==> src/rtl/tdm_demux_16.sv <==
// rtl/tdm_demux_16.sv - 1:16 time-division demultiplexer with valid/ready frame output.
// Optional TDM_DEMUX_FREERUN_EN: consecutive frames run back-to-back without sof.
module tdm_demux_16 #(
    parameter int DATA_W = 1,
    parameter int SLOTS  = 16
) (
    input  logic                    clk,
    input  logic                    rst,
    input  logic [DATA_W-1:0]       din,
    input  logic                    din_valid,
    input  logic                    sof,
    output logic [3:0]              slot,
    output logic [SLOTS*DATA_W-1:0] frame,
    output logic                    frame_valid,
    input  logic                    frame_ready,
    output logic                    overrun,
    output logic                    sync_err
);

    typedef enum logic {
        IDLE    = 1'b0,
        COLLECT = 1'b1
    } state_t;

    state_t                  state_q, state_d;
    logic [3:0]              slot_q, slot_d;
    logic [SLOTS*DATA_W-1:0] buf_q, buf_d;
    logic [SLOTS*DATA_W-1:0] frame_q, frame_d;
    logic                    frame_valid_q, frame_valid_d;
    logic                    overrun_q, overrun_d;
    logic                    sync_err_q, sync_err_d;
    logic                    complete;

    always_comb begin
        state_d       = state_q;
        slot_d        = slot_q;
        buf_d         = buf_q;
        frame_d       = frame_q;
        frame_valid_d = frame_valid_q;
        overrun_d     = 1'b0;
        sync_err_d    = 1'b0;
        complete      = 1'b0;

        if (frame_valid_q && frame_ready) begin
            frame_valid_d = 1'b0;
        end

        if (din_valid) begin
            case (state_q)
                IDLE: begin
                    if (sof) begin
                        buf_d[0 +: DATA_W] = din;
                        slot_d             = 4'd1;
                        state_d            = COLLECT;
                    end
                end
                COLLECT: begin
                    if (sof) begin
                        // Resync: stale upper slots are simply overwritten later.
                        buf_d[0 +: DATA_W] = din;
                        slot_d             = 4'd1;
                        sync_err_d         = (slot_q != 4'd0);
                    end else begin
                        buf_d[int'(slot_q)*DATA_W +: DATA_W] = din;
                        slot_d = slot_q + 4'd1;
                        if (slot_q == 4'(SLOTS-1)) begin
                            complete = 1'b1;
`ifdef TDM_DEMUX_FREERUN_EN
                            state_d  = COLLECT;
`else
                            state_d  = IDLE;
`endif
                        end
                    end
                end
                default: state_d = IDLE;
            endcase
        end

        // A completed frame loads only if the output slot is free or draining now.
        if (complete) begin
            if (!frame_valid_q || frame_ready) begin
                frame_d       = buf_d;
                frame_valid_d = 1'b1;
            end else begin
                overrun_d = 1'b1;
            end
        end
    end

    always_ff @(posedge clk) begin
        if (rst) begin
            state_q       <= IDLE;
            slot_q        <= 4'd0;
            buf_q         <= '0;
            frame_q       <= '0;
            frame_valid_q <= 1'b0;
            overrun_q     <= 1'b0;
            sync_err_q    <= 1'b0;
        end else begin
            state_q       <= state_d;
            slot_q        <= slot_d;
            buf_q         <= buf_d;
            frame_q       <= frame_d;
            frame_valid_q <= frame_valid_d;
            overrun_q     <= overrun_d;
            sync_err_q    <= sync_err_d;
        end
    end

    assign slot        = slot_q;
    assign frame       = frame_q;
    assign frame_valid = frame_valid_q;
    assign overrun     = overrun_q;
    assign sync_err    = sync_err_q;

endmodule

==> config.mk <==
export PLATFORM = sky130hd
export DESIGN_NAME = tdm_demux_16
export DESIGN_NICKNAME = d
export VERILOG_FILES = /design/src/rtl/tdm_demux_16.sv
export SDC_FILE = /design/constraint.sdc
export NUM_CORES = 1
export LEC_CHECK = 0
export CAP_MARGIN = 20
export CORE_MARGIN = 2
export CORE_UTILIZATION = 40
export CTS_BUF_LIST = sky130_fd_sc_hd__clkbuf_4 sky130_fd_sc_hd__clkbuf_8
export DETAILED_ROUTE_END_ITERATION = 16
export GPL_TIMING_DRIVEN = 0
export PLACE_DENSITY = 0.73
export SYNTH_ARGS = -nofsm -noshare
export SYNTH_HDL_FRONTEND = slang
export SYNTH_SLANG_ARGS = --single-unit
==> constraint.sdc <==
create_clock -name clk -period 2.05 [get_ports clk]
set_input_delay 0.3075 -clock clk [delete_from_list [all_inputs] [get_ports clk]]
set_output_delay 0.3075 -clock clk [all_outputs]
set_load 0.005 [all_outputs]
==> results.json <==
{
  "fin_area_sq_um": 2580,
  "leakagePower_nw": 0.946,
  "grt_remaining_overflow": 0,
  "p_sw_mw": 0.353,
  "synth_fp_nets": 212,
  "fin_crit_sh_pct": 96.9,
  "fin_skew_ns": 0.00939,
  "start_util_pct": 42.0,
  "synth_cell_types": 43,
  "syn_inst": 200,
  "reg2reg_slack_ns": 0.06,
  "crit_type": "reg2reg",
  "insertion_delay_ns": 0.29,
  "grt_pass1_wl_um": 6940,
  "antenna_found_initial": 0,
  "first_pass_iters": 4,
  "layout-drive-gt1-share_pct": 34.5,
  "grt_max_degree": 13,
  "worstReg2RegStart": "slot[2]",
  "htree_levels": 2,
  "slew_violations": 0,
  "cp_slowest_cell": "dfxtp_2",
  "die_width_um": 74.9,
  "regArea_sq_um": 807,
  "wire_per_inst_um": 14.7,
  "total_power_mw": 1.42,
  "floorplan.io_pins": 29,
  "cp-start-kind": "flip-flop",
  "busiest_layer": "met2",
  "final_cells": 302,
  "cts_tree": "built",
  "worst_r2r_path_depth": 8,
  "yosysSeqAreaShare_pct": 39.9,
  "tightest_slew_ns": 0.724,
  "globalplace.congestion": 0.842,
  "num-fill-cells": 433,
  "fmax_ghz": 0.503,
  "num_vias": 1615,
  "holdPathStages": 2,
  "timing.rr.end": "frame[10]",
  "grtUsageMet3_pct": 4.02,
  "cts-root-buf": "clkbuf_8",
  "dieHeight_um": 74.9,
  "p_comb_share_pct": 9.5,
  "path_clk_slew_ns": 0.08,
  "vdd_drop_max_mv": 0.449,
  "cts.sinks": 40,
  "finalSetupViolations": 0,
  "numPlacedInstances": 294,
  "core_sq_um": 4790,
  "ant_nets": 0,
  "viasPerCell": 5.35,
  "multi_input_area_sq_um": 1150,
  "worstSetupStartpoint": "slot[2]",
  "power_density_nw_per_um2": 551,
  "switching_share_pct": 24.8,
  "tritoncts.num_buffers": 5,
  "wirelength_um": 4440,
  "crit_fanout": 10,
  "rsz0062_at_grt": "yes",
  "drc": 0,
  "hpwlAfterDp_um": 2960,
  "crit_chain": "buf_6 > nor3_2 > ha_1 > and4bb_1 > buf_6 > nand3_1 > mux2i_2 > a211oi_2",
  "required_ns": 2.26,
  "hold_viol_final": 0,
  "synth-seq-cells": 40,
  "first_iter_violations": 129,
  "port_buffers": 27,
  "rows": 25,
  "crit_top_cell": "buf_6",
  "areaGrowthSynthToFinish_pct": 28.3,
  "p_int_mw": 1.07,
  "synth_area_sq_um": 2010,
  "seq_power_share_pct": 55.2,
  "layout.nets": 247,
  "cap_viol_max_count": 0,
  "die-area_sq_um": 5610,
  "min_path_type": "in2reg",
  "yosysWarnings": 0,
  "max_stage_delay_ns": 0.35,
  "clock_path_buffers": 2,
  "worstSetupEndpoint": "frame[10]",
  "period_minus_slack_ns": 1.99,
  "slew_headroom_pct": 51.7,
  "critPathCaptureType": "flip-flop",
  "grt_pass1_vias": 1461,
  "grtUsageTotal_pct": 16.5,
  "diodes": 0,
  "clockPowerShare_pct": 35.3,
  "syn_area_per_cell_sq_um": 10.0,
  "cp_data_arrival_time_ns": 2.20,
  "status": "finished clean",
  "grtUsageMet2_pct": 26.3,
  "placed_area_sq_um": 2360,
  "grt_use_met1_pct": 22.0
}
-- critical path, delay by kind of cell (launching register included) --
family | cells | cell delay, ns
AOI/OAI and AO/OA | 1 | 0.23
adders and majority gates | 1 | 0.27
buffers and inverters | 2 | 0.29
DFF | 1 | 0.35
muxes | 1 | 0.19
and+or+nand+nor | 3 | 0.57
-- synthesized netlist by cell type (all sizes together) --
library cell / count / area, sq um
dfxtp: 40 / 801
nor2: 37 / 171
a211oi: 15 / 178
buf: 15 / 128
mux2i: 13 / 130
nand2: 7 / 26.3
o211ai: 7 / 87.6
a21oi: 6 / 30.0
ha: 6 / 75.1
nand3: 6 / 30.0
nor3: 5 / 35.0
o21ai: 5 / 25.0
a22oi: 3 / 22.5
a31oi: 3 / 18.8
and3: 3 / 18.8
clkbuf: 3 / 11.3
inv: 3 / 11.3
and3b: 2 / 17.5
nand2b: 2 / 12.5
nand4: 2 / 12.5
nor2b: 2 / 12.5
nor4b: 2 / 30.0
a311oi: 1 / 15.0
a32oi: 1 / 8.76
and2: 1 / 6.26
and4: 1 / 8.76
and4b: 1 / 10.0
and4bb: 1 / 12.5
nand3b: 1 / 7.51
nand4b: 1 / 8.76
nor3b: 1 / 7.51
o21bai: 1 / 7.51
o31a: 1 / 8.76
o31ai: 1 / 7.51
xnor2: 1 / 16.3
-- per-layer routing --
layer | part of all wire (%) | routed length (um) | vias up
met4 | 1.9 | 83 | 0
met1 | 46 | 2020 | 787
met5 | 0 | 0 | -
met2 | 48 | 2150 | 37
met3 | 4.1 | 180 | 8
li1 | - | - | 783
-- logic make-up (layout without fill, tap and decap cells) --
kind of cell               count (synthesis)  after routing  share of synthesized area, %
buffers and inverters                     21             56                          7.47
xor gates and xnor gates                   1              1                         0.810
muxes                                     13             13                          6.48
adders and majority gates                  6              6                          3.74
and+or+nand+nor                           75             75                          21.3
AOI/OAI and AO/OA                         44             44                          20.4
DFF                                       40             40                          39.9
-- sequential cells by signal, summed over array words and instances, names as in the netlist --
| register | cells |
|---|---|
| slot | 4 |
| state_q | 1 |
| sync_err | 1 |
| frame | 16 |
| overrun | 1 |
| frame_valid | 1 |
| buf_q | 16 |
-- final cells by class --
cell class                 count  area share [%]
clock inverter                 2           0.485
multi-input combinational    139            44.7
clock buffer                   5            2.67
inverter                       3           0.582
sequential                    40            31.3
timing repair buffer          29            11.1
buffer                        17            5.92
tap                           67            3.25
-- power groups by stage --
stage          clock network (mW)  registers, mW  logic [mW]
4_1_cts                     0.513          0.785       0.109
6_report                    0.502          0.785       0.134
3_3_place_gp                    0          0.803       0.104
5_1_grt                     0.544          0.786       0.144
2_1_floorplan                   0          0.802      0.0733
3_5_place_dp                    0          0.803       0.105
-- timing repair --
item                                    in CTS  in global routing
endpoints found under the setup margin      32                 28
cloned                                       0                  0
gates resized for setup                      7                 24
hold buffers                                 0                  0
setup buffers                                0                  2
pin swaps                                    0                  6
-- worst min path at each step --
stage | from | to | slack [ns]
6_report | rst | buf_q[9] | 0.41
5_1_grt | rst | buf_q[14] | 0.43
4_1_cts | rst | buf_q[11] | 0.41
3_5_place_dp | frame[0] | frame[0] | 0.49
3_3_place_gp | buf_q[4] | buf_q[4] | 0.49
2_1_floorplan | buf_q[4] | buf_q[4] | 0.47
-- through the flow --
step	setup slack, ns	TNS [ns]	util [%]	hold slack (ns)
detailed placement	-0.284	-3.61	49.4	0.492
finish	0.0629	0	53.9	0.408
global route	-0.0410	-0.279	53.9	0.432
global placement	-0.239	-3.16	49.4	0.490
CTS	0.00816	0	51.5	0.407
floorplan	0.0840	0	-	0.475
-- cell usage in the layout (no fill, tap or decap), drive strengths merged, types with 5 or more instances in the layout --
master / synthesis / layout
dfxtp: 40 / 40
nor2: 37 / 37
clkdlybuf4s50: 0 / 27
a211oi: 15 / 15
buf: 15 / 15
mux2i: 13 / 13
clkbuf: 3 / 9
nand2: 7 / 7
o211ai: 7 / 7
a21oi: 6 / 6
nand3: 6 / 6
ha: 6 / 6
o21ai: 5 / 5
nor3: 5 / 5
No activity file was read; power rests on OpenSTA's default activity.
